<file path="config.mk">
export PLATFORM = sky130hd
export DESIGN_NAME = tcbm_link
export DESIGN_NICKNAME = d
export VERILOG_FILES = /design/src/rtl/tcbm_pkg.sv /design/src/rtl/tcbm_link_sync2.sv /design/src/rtl/tcbm_link.sv
export SDC_FILE = /design/constraint.sdc
export NUM_CORES = 1
export LEC_CHECK = 0
export ABC_AREA = 1
export BUFFER_PORTS_ARGS = -buffer_cell sky130_fd_sc_hd__buf_2
export CORE_MARGIN = 4
export CORE_UTILIZATION = 27
export DETAILED_ROUTE_END_ITERATION = 6
export GPL_TIMING_DRIVEN = 1
export HOLD_SLACK_MARGIN = 0.12
export MAX_ROUTING_LAYER = met4
export PLACE_DENSITY = 0.54
export SLEW_MARGIN = 20
export SYNTH_ARGS = -nofsm -noshare
export SYNTH_HDL_FRONTEND = slang
export SYNTH_HIERARCHICAL = 1
export SYNTH_SLANG_ARGS = --single-unit
</file>
<file path="constraint.sdc">
create_clock -name clock -period 1.7 [get_ports clock]
set_clock_uncertainty 0.05 [all_clocks]
set_input_delay 0.51 -clock clock [delete_from_list [all_inputs] [get_ports clock]]
set_output_delay 0.51 -clock clock [all_outputs]
set_load 0.05 [all_outputs]
</file>
<file path="src/rtl/tcbm_pkg.sv">
// tcbm_pkg: shared definitions for the TCBM drive-side link engine.
//   - transaction code bytes sent by the host ahead of each byte transfer
//   - FSM state encoding used by tcbm_link
//   - status encodings presented on port B with transmitted bytes
package tcbm_pkg;

    localparam logic [7:0] CODE_CMD   = 8'h81;  // host sends a command byte
    localparam logic [7:0] CODE_WDATA = 8'h82;  // host sends a data byte
    localparam logic [7:0] CODE_RDATA = 8'h83;  // host reads a byte from the drive

    localparam logic [1:0] ST_OK      = 2'b00;
    localparam logic [1:0] ST_TIMEOUT = 2'b01;
    localparam logic [1:0] ST_EOI     = 2'b11;

    typedef enum logic [2:0] {
        StIdle,
        StCodeRel,
        StRxWait,
        StRxHold,
        StRxRel,
        StTxWait,
        StTxFetch,
        StTxRel
    } tcbm_state_e;

endpackage

</file>
<file path="src/rtl/tcbm_link_sync2.sv">
// tcbm_link_sync2: two-flop synchronizer for an idle-high asynchronous strobe.
//   clock   in  system clock
//   _reset  in  async active-low reset; both flops reset to 1 (strobe idle)
//   d_in    in  asynchronous input
//   q_out   out synchronized output
module tcbm_link_sync2 (
    input  logic clock,
    input  logic _reset,
    input  logic d_in,
    output logic q_out
);

    logic meta_q;
    logic sync_q;

    always_ff @(posedge clock or negedge _reset) begin
        if (!_reset) begin
            meta_q <= 1'b1;
            sync_q <= 1'b1;
        end else begin
            meta_q <= d_in;
            sync_q <= meta_q;
        end
    end

    assign q_out = sync_q;

endmodule

</file>
<file path="src/rtl/tcbm_link.sv">
// tcbm_link: drive-side TCBM byte-transfer engine (1551-style DAV/ACK handshake).
//   clock, _reset          system clock, async active-low reset
//   pa_in/pa_out/pa_oe     port A data from host / drive value / output enable
//   st_out                 status bits on port B
//   dav_in / ack_out       host strobe (active low, async) / drive ack (active low)
//   rx_data/rx_cmd/rx_valid/rx_ready   received byte stream to the controller
//   tx_data/tx_status/tx_valid/tx_ready byte stream from the controller
//   err                    one-cycle pulse on timeout abort
//   busy                   engine not idle
module tcbm_link
    import tcbm_pkg::*;
#(
    parameter int unsigned TIMEOUT_CYCLES = 65535
) (
    input  logic       clock,
    input  logic       _reset,
    input  logic [7:0] pa_in,
    output logic [7:0] pa_out,
    output logic       pa_oe,
    output logic [1:0] st_out,
    input  logic       dav_in,
    output logic       ack_out,
    output logic [7:0] rx_data,
    output logic       rx_cmd,
    output logic       rx_valid,
    input  logic       rx_ready,
    input  logic [7:0] tx_data,
    input  logic [1:0] tx_status,
    input  logic       tx_valid,
    output logic       tx_ready,
    output logic       err,
    output logic       busy
);

    localparam bit         TimeoutEn   = (TIMEOUT_CYCLES != 0);
    localparam logic [15:0] TimeoutLast = 16'(TIMEOUT_CYCLES - 1);

    logic dav_s;

    tcbm_link_sync2 u_dav_sync (
        .clock  (clock),
        ._reset (_reset),
        .d_in   (dav_in),
        .q_out  (dav_s)
    );

    tcbm_state_e state_q, state_d;
    logic [15:0] cnt_q, cnt_d;
    logic [7:0]  pa_q;
    logic [7:0]  code_q, code_d;
    logic [7:0]  pa_out_q, pa_out_d;
    logic        pa_oe_q, pa_oe_d;
    logic [1:0]  st_q, st_d;
    logic        ack_q, ack_d;
    logic [7:0]  rx_data_q, rx_data_d;
    logic        rx_cmd_q, rx_cmd_d;
    logic        rx_valid_q, rx_valid_d;
    logic        tx_ready_q, tx_ready_d;
    logic        err_q, err_d;
    logic        busy_q, busy_d;

    always_comb begin
        state_d    = state_q;
        code_d     = code_q;
        pa_out_d   = pa_out_q;
        pa_oe_d    = pa_oe_q;
        st_d       = st_q;
        ack_d      = ack_q;
        rx_data_d  = rx_data_q;
        rx_cmd_d   = rx_cmd_q;
        rx_valid_d = rx_valid_q;
        tx_ready_d = tx_ready_q;
        err_d      = 1'b0;

        unique case (state_q)
            StIdle: if (!dav_s) begin
                code_d  = pa_q;
                st_d    = ST_OK;
                ack_d   = 1'b0;
                state_d = StCodeRel;
            end
            StCodeRel: if (dav_s) begin
                ack_d = 1'b1;
                if (code_q == CODE_CMD || code_q == CODE_WDATA) begin
                    rx_cmd_d = (code_q == CODE_CMD);
                    state_d  = StRxWait;
                end else if (code_q == CODE_RDATA) begin
                    state_d = StTxWait;
                end else begin
                    state_d = StIdle;  // unknown code: acknowledged, then dropped
                end
            end
            StRxWait: if (!dav_s) begin
                // ACK stays high until the consumer takes the byte
                rx_data_d  = pa_q;
                rx_valid_d = 1'b1;
                state_d    = StRxHold;
            end
            StRxHold: if (rx_valid_q && rx_ready) begin
                rx_valid_d = 1'b0;
                ack_d      = 1'b0;
                state_d    = StRxRel;
            end
            StRxRel: if (dav_s) begin
                ack_d   = 1'b1;
                state_d = StIdle;
            end
            StTxWait: if (!dav_s) begin
                tx_ready_d = 1'b1;
                state_d    = StTxFetch;
            end
            StTxFetch: if (tx_valid && tx_ready_q) begin
                tx_ready_d = 1'b0;
                pa_out_d   = tx_data;
                st_d       = tx_status;
                pa_oe_d    = 1'b1;
                ack_d      = 1'b0;
                state_d    = StTxRel;
            end
            StTxRel: if (dav_s) begin
                // st_out is left alone so the host can still read it
                ack_d   = 1'b1;
                pa_oe_d = 1'b0;
                state_d = StIdle;
            end
            default: state_d = StIdle;
        endcase

        // Abort overrides any transition taken this cycle
        if (TimeoutEn && state_q != StIdle && cnt_q == TimeoutLast) begin
            ack_d      = 1'b1;
            pa_oe_d    = 1'b0;
            rx_valid_d = 1'b0;
            tx_ready_d = 1'b0;
            err_d      = 1'b1;
            state_d    = StIdle;
        end

        if (state_q == StIdle || state_d != state_q) begin
            cnt_d = 16'd0;
        end else begin
            cnt_d = cnt_q + 16'd1;
        end

        busy_d = (state_d != StIdle);
    end

    always_ff @(posedge clock or negedge _reset) begin
        if (!_reset) begin
            state_q    <= StIdle;
            cnt_q      <= 16'd0;
            pa_q       <= 8'h00;
            code_q     <= 8'h00;
            pa_out_q   <= 8'h00;
            pa_oe_q    <= 1'b0;
            st_q       <= ST_OK;
            ack_q      <= 1'b1;
            rx_data_q  <= 8'h00;
            rx_cmd_q   <= 1'b0;
            rx_valid_q <= 1'b0;
            tx_ready_q <= 1'b0;
            err_q      <= 1'b0;
            busy_q     <= 1'b0;
        end else begin
            state_q    <= state_d;
            cnt_q      <= cnt_d;
            pa_q       <= pa_in;
            code_q     <= code_d;
            pa_out_q   <= pa_out_d;
            pa_oe_q    <= pa_oe_d;
            st_q       <= st_d;
            ack_q      <= ack_d;
            rx_data_q  <= rx_data_d;
            rx_cmd_q   <= rx_cmd_d;
            rx_valid_q <= rx_valid_d;
            tx_ready_q <= tx_ready_d;
            err_q      <= err_d;
            busy_q     <= busy_d;
        end
    end

    assign pa_out   = pa_out_q;
    assign pa_oe    = pa_oe_q;
    assign st_out   = st_q;
    assign ack_out  = ack_q;
    assign rx_data  = rx_data_q;
    assign rx_cmd   = rx_cmd_q;
    assign rx_valid = rx_valid_q;
    assign tx_ready = tx_ready_q;
    assign err      = err_q;
    assign busy     = busy_q;

endmodule

</file>
==> impl_metrics.tcl, run 1 <==
set metrics [dict create \
    status "complete, but fails checks" \
    violations "negative setup slack" \
    path_clk_slew_ps 70 \
    hold_class "in2async" \
    setup.worst_path.start_class "flip-flop" \
    grt_remaining_overflow 0 \
    antenna_cells 0 \
    floorplan.initialDensity 0.2793 \
    grt.met1_usage 0.1442 \
    met3_usage 0.02391 \
    portBuffers 47 \
    comb_power_share 0.162 \
    relSlewSlack 0.7836 \
    dieWidth_um 111.6 \
    met2_usage 0.1580 \
    fp.coreArea_um2 10370 \
    cts_max_level 3 \
    cts_hold_buffers 0 \
    clock_path_buffers 2 \
    hold_ws_ps 125.3 \
    place_area_um2 3637 \
    dieHeight_um 111.6 \
    p_leak_nw 2.020 \
    cts_buffers 9 \
    synth.avg_cell_area_um2 9.404 \
    drt_iter0_markers 132 \
    syn_nets 333 \
    max_freq_mhz 542.8 \
    fin_nets 439 \
    min_period_over_period 1.084 \
    tightest_slew_ps 324.5 \
    clkPwrFrac 0.354 \
    dp.cells 529 \
    ys_ff_latch 62 \
    p_int_mw 2.407 \
    drt-pass1-iter-count 4 \
    yosysUniqueCellTypes 28 \
    tns_ps -1925 \
    grt_pass1_wl_um 10770 \
    finalMaxSlewViolations 0 \
    routedWlPerCell_um 11.03 \
    total_power_mw 3.352 \
    drive_gt1_frac 0.4654 \
    crit_arrival_ps 2070 \
    p_sw_mw 0.9459 \
    ys_warn_count 6 \
    final-setup-viol-count 20 \
    vias_per_cell 4.110 \
    ir_drop_uv 474.2 \
    grt_usage 0.1086 \
    synthCells 308 \
    finalNonFillerCells 555 \
    path_max_fanout 6 \
    ys_seq_area_frac 0.5369 \
    dp_hpwl_um 4384 \
    netlist_area_um2 2897 \
    place_congestion 0.8040 \
    dp_slack_ps -96.66 \
    antenna_found_initial 0 \
    nFillCells 1058 \
    setup_ws_ps -142.2 \
    grt_max_degree 63 \
    clk_latency_ps 340 \
    maxCapViolations 0 \
    p_seq_frac 0.484 \
    routed_wl_um 6124 \
    root_buffer "clkbuf_8" \
    postLayoutCellArea_um2 4043 \
    ant_nets 0 \
    swShare 0.2822 \
    rsz0062_at_grt "true" \
    fin_crit_ps 1842 \
    dieArea_um2 12450 \
    utilization 0.3898 \
    hold_viol 0 \
    cpMaxStageDelayCell "dfrtp_2" \
    crit_chain "nor2_4, nand2_2, nor2_4, nand3_2, nand2_2, nand2_2, nand2_2, nand2_2, nor2_4, nand3_4, clkbuf_16, nor2_4" \
    crit_type "reg2reg" \
    cp-end-kind "flip-flop" \
    grt_pass1_vias 2364 \
    power_density_nw_per_um2 829.3 \
    crit_top_cell "nand2_2" \
    slowest_delay_ps 490 \
    busiest_layer "met2" \
    cts_sinks 62 \
    syn_to_final_growth_pct 39.57 \
    cts_tree "built" \
    row_count 37 \
    vias 2281 \
    drc 0 \
    required_ps 1930 \
    num_io_pins 48 \
    regToRegSetupSlack_ps -140 \
]
-- path summary, 6_finish.rpt --
check / endpoint / depth (start not counted) / from
min reg2reg: u_dav_sync/q_out / 0 / u_dav_sync/meta_q
max in group asynchronous: u_dav_sync/meta_q / 2 / _reset
max: cnt_q[11] / 12 / state_q[1]
min: pa_q[4] / 2 / _reset
max reg2reg: cnt_q[11] / 12 / state_q[1]
min in group clock: u_dav_sync/meta_q / 1 / dav_in
-- power groups by stage --
stage / registers [mW] / logic [mW] / clock network, mW
6_report: 1.62 / 0.544 / 1.19
4_1_cts: 1.62 / 0.493 / 1.25
3_3_place_gp: 1.64 / 0.479 / 0
2_1_floorplan: 1.73 / 0.220 / 0
3_5_place_dp: 1.65 / 0.485 / 0
5_1_grt: 1.63 / 0.603 / 1.31
-- critical path: cells and delay by family, from the launching register on --
family                 cells  cell delay [ps]
AND/OR/NAND/NOR           11             1060
buffers and inverters      1              190
flip-flops                 1              490
-- routing by layer --
layer | vias to the layer above | wire length (um)
met5 | - | 0
met4 | 0 | 122
met3 | 11 | 241
met2 | 43 | 2793
met1 | 1053 | 2966
li1 | 1174 | -
-- flip-flops by register name (all words and copies together) (netlist names), 2 cells and up --
register,cells
pa_q,8
cnt_q,16
state_q,3
rx_data,8
st_out,2
code_q,8
pa_out,8
-- cells by family (layout without fill, tap and decap cells) --
| group | count (synthesis) | in the layout | synth area share |
|---|---|---|---|
| compound gates | 28 | 28 | 0.05010 |
| buf+inv | 44 | 155 | 0.06566 |
| simple gates | 150 | 150 | 0.2652 |
| fa+ha+maj | 2 | 2 | 0.008638 |
| xor+xnor | 14 | 14 | 0.04233 |
| flops | 62 | 62 | 0.5369 |
| mux | 8 | 8 | 0.03110 |
-- what timing repair did --
| action | CTS | global route |
|---|---|---|
| pin swaps | 1 | 19 |
| cloned | 0 | 1 |
| hold endpoints to repair | 0 | 0 |
| gates resized for setup | 6 | 33 |
| endpoints found under the setup margin | 18 | 19 |
| buffers inserted | 0 | 9 |
-- cell type report --
class / count / area (um^2) / area share
clock buffers: 13 / 168.9 / 0.04178
flip-flops and latches: 62 / 1562 / 0.3863
multi-input cells: 202 / 1280 / 0.3166
well taps: 136 / 170.2 / 0.04209
inverters: 38 / 142.6 / 0.03528
clock inverters: 3 / 17.52 / 0.004333
repair buffers: 101 / 701.9 / 0.1736
-- placed cells by master (no fill, tap or decap), types with 2 or more instances in the layout --
| master | count |
|---|---|
| a21oi_1 | 4 |
| buf_12 | 3 |
| buf_2 | 46 |
| buf_4 | 50 |
| clkbuf_8 | 12 |
| clkinv_2 | 2 |
| dfrtp_1 | 54 |
| dfrtp_2 | 5 |
| dfstp_2 | 3 |
| inv_1 | 31 |
| inv_2 | 7 |
| mux2_2 | 8 |
| nand2_1 | 57 |
| nand2_2 | 17 |
| nand2_4 | 4 |
| nand3_1 | 8 |
| nand3_2 | 4 |
| nand4_1 | 5 |
| nor2_1 | 19 |
| nor2_2 | 5 |
| nor2_4 | 22 |
| nor3_1 | 6 |
| o21ai_0 | 21 |
| o31ai_1 | 2 |
| xnor2_1 | 3 |
| xor2_1 | 11 |
-- synthesized netlist by cell type --
master,instances,area (um^2)
nand2_1,67,251.5
dfrtp_1,59,1476
inv_1,33,123.9
nor2_1,28,105.1
o21ai_0,21,105.1
nor2_4,12,135.1
xor2_1,11,96.34
nand3_1,10,50.05
nand2_2,9,56.30
mux2_2,8,90.09
nor3_1,7,35.03
nor2_2,6,37.54
inv_2,5,18.77
nand4_1,5,31.28
a21oi_1,4,20.02
clkbuf_1,3,11.26
dfstp_2,3,78.83
xnor2_1,3,26.28
ha_1,2,25.02
nand2_4,2,22.52
nand3_2,2,20.02
o31ai_1,2,15.01
buf_12,1,20.02
buf_2,1,5.000
buf_6,1,11.26
nand3_4,1,17.52
nor4_1,1,6.260
o21ai_1,1,5.000
Power figures use the tool's default switching activity.
==> run 2: changes to the inputs <==
--- a/config.mk
+++ b/config.mk
@@ -7,14 +7,13 @@
 export LEC_CHECK = 0
 export ABC_AREA = 1
 export BUFFER_PORTS_ARGS = -buffer_cell sky130_fd_sc_hd__buf_2
-export CORE_MARGIN = 4
+export CORE_MARGIN = 2
 export CORE_UTILIZATION = 27
 export DETAILED_ROUTE_END_ITERATION = 6
 export GPL_TIMING_DRIVEN = 1
 export HOLD_SLACK_MARGIN = 0.12
 export MAX_ROUTING_LAYER = met4
-export PLACE_DENSITY = 0.54
-export SLEW_MARGIN = 20
+export PLACE_DENSITY = 0.52
 export SYNTH_ARGS = -nofsm -noshare
 export SYNTH_HDL_FRONTEND = slang
 export SYNTH_HIERARCHICAL = 1
==> constraint.sdc (replaced) <==
create_clock -name clock -period 2.3 [get_ports clock]
set_clock_uncertainty 0.05 [all_clocks]
set_input_delay 0.69 -clock clock [delete_from_list [all_inputs] [get_ports clock]]
set_output_delay 0.69 -clock clock [all_outputs]
set_load 0.05 [all_outputs]
==> impl_metrics.tcl, run 2 (synthesized netlist as in run 1, its figures left out) <==
set metrics [dict create \
    regToRegSetupSlack_ps 360 \
    startpoint "cnt_q[0]" \
    fin_nets 390 \
    comb_power_share 0.125 \
    floorplan.initialDensity 0.2793 \
    nFillCells 1089 \
    dieHeight_um 107.6 \
    clock_path_buffers 2 \
    hold_ws_ps 289.8 \
    drt_iter0_markers 149 \
    clkPwrFrac 0.403 \
    crit_arrival_ps 2120 \
    grt_pass1_wl_um 9770 \
    vias 2121 \
    root_buffer "clkbuf_8" \
    crit_top_cell "nand2_1" \
    dieArea_um2 11570 \
    largest_reg_flops 16 \
    drc 0 \
    required_ps 2470 \
    crit_chain "inv_1, ha_1, nand2_1, nor2_1, nand2_1, nor2_2, nor2_4, nand2_1, nand2_1, nand2_1, nor2_4, nand3_4, buf_12, nor2_1" \
    dp.cells 490 \
    num_io_pins 48 \
    swShare 0.2692 \
    grt_usage 0.1133 \
    antenna_cells 0 \
    final-setup-viol-count 0 \
    postCtsResizedCells 0 \
    relSlewSlack 0.6244 \
    cts_tree "built" \
    tightest_slew_ps 563.4 \
    cts_hold_buffers 0 \
    cpMaxStageDelayCell "dfrtp_1" \
    final_common_cell "nand2_1" \
    crit_type "reg2reg" \
    grt_remaining_overflow 0 \
    total_power_mw 2.539 \
    clk_latency_ps 340 \
    antenna_found_initial 0 \
    status "finished clean" \
    vias_per_cell 4.192 \
    r2r_cells 14 \
    place_congestion 0.8228 \
    finalNonFillerCells 506 \
    p_int_mw 1.855 \
    cts_max_level 3 \
    cp-end-kind "flip-flop" \
    utilization 0.3404 \
    cts_sinks 62 \
    drive_gt1_frac 0.3135 \
    p_leak_nw 1.768 \
    min_period_over_period 0.8444 \
    regMostFlops "cnt_q" \
    tns_ps 0 \
    row_count 37 \
    routedWlPerCell_um 10.87 \
    drt-pass1-iter-count 4 \
    power_density_nw_per_um2 719.3 \
    fp.coreArea_um2 10370 \
    routed_wl_um 5501 \
    grt_max_degree 32 \
    syn_to_final_growth_pct 21.86 \
    max_freq_mhz 514.9 \
    post_cts_buffers 0 \
    r2r_end "cnt_q[2]" \
    p_seq_frac 0.472 \
    path_clk_slew_ps 70 \
    rsz0062_at_grt "false" \
    maxCapViolations 0 \
    path_max_fanout 16 \
    hold_viol 0 \
    portBuffers 47 \
    slowest_delay_ps 410 \
    cts_buffers 9 \
    timing.rr.start "cnt_q[0]" \
    dieWidth_um 107.6 \
    finalMaxSlewViolations 0 \
    final_cell_mix "nand2_1 (67), dfrtp_1 (59), buf_2 (47), inv_1 (33), nor2_1 (28)" \
    ant_nets 0 \
    ir_drop_uv 326.7 \
    hold_class "in2async" \
    setup.worst_path.start_class "flip-flop" \
    grt_pass1_vias 2115 \
    dp_hpwl_um 4059 \
    p_sw_mw 0.6836 \
    fin_crit_ps 1942 \
]
## run 2: final cells by class
| class | count | area [um^2] | area share |
|---|---|---|---|
| tap | 136 | 170.2 | 0.04821 |
| clock inverter | 7 | 88.84 | 0.02517 |
| timing repair buffer | 52 | 297.8 | 0.08437 |
| clock buffer | 9 | 123.9 | 0.03509 |
| inverter | 38 | 142.6 | 0.04041 |
| multi-input combinational | 202 | 1151 | 0.3261 |
| sequential | 62 | 1555 | 0.4406 |
## run 2: worst max path at each step
stage | slack [ps] | to | cells after the start
final | 360 | cnt_q[2] | 14
after global routing | 150 | ack_out | 12
after CTS | 350 | cnt_q[1] | 14
after detailed placement | 310 | cnt_q[4] | 13
after global placement | 310 | cnt_q[4] | 13
after floorplan | 500 | cnt_q[10] | 11
## run 2: routing by layer
layer | GRT usage | wire length [um]
met5 | - | 0
met4 | 0.06777 | 148
met3 | 0.01998 | 195
met2 | 0.1649 | 2471
met1 | 0.1473 | 2686
## run 2: metrics by stage
stage	setup slack [ps]	area, um^2
4_1_cts	346.5	3530
6_report	358.0	3530
3_3_place_gp	310.7	3317
5_1_grt	154.7	3530
2_1_floorplan	496.9	2897
3_5_place_dp	311.4	3317
## run 2: worst max-delay path, delay by kind of cell (launching register included)
kind | cells | cell delay [ps]
adder cells (fa/ha/maj) | 1 | 140
buffers and inverters | 2 | 260
flip-flops | 1 | 410
AND/OR/NAND/NOR | 11 | 980
## run 2: power by group through the flow
stage          clock network, mW  registers (mW)  logic, mW
6_report                    1.02            1.20      0.317
5_1_grt                     1.11            1.21      0.354
4_1_cts                     1.06            1.20      0.324
3_5_place_dp                   0            1.22      0.325
3_3_place_gp                   0            1.22      0.321
2_1_floorplan                  0            1.28      0.161
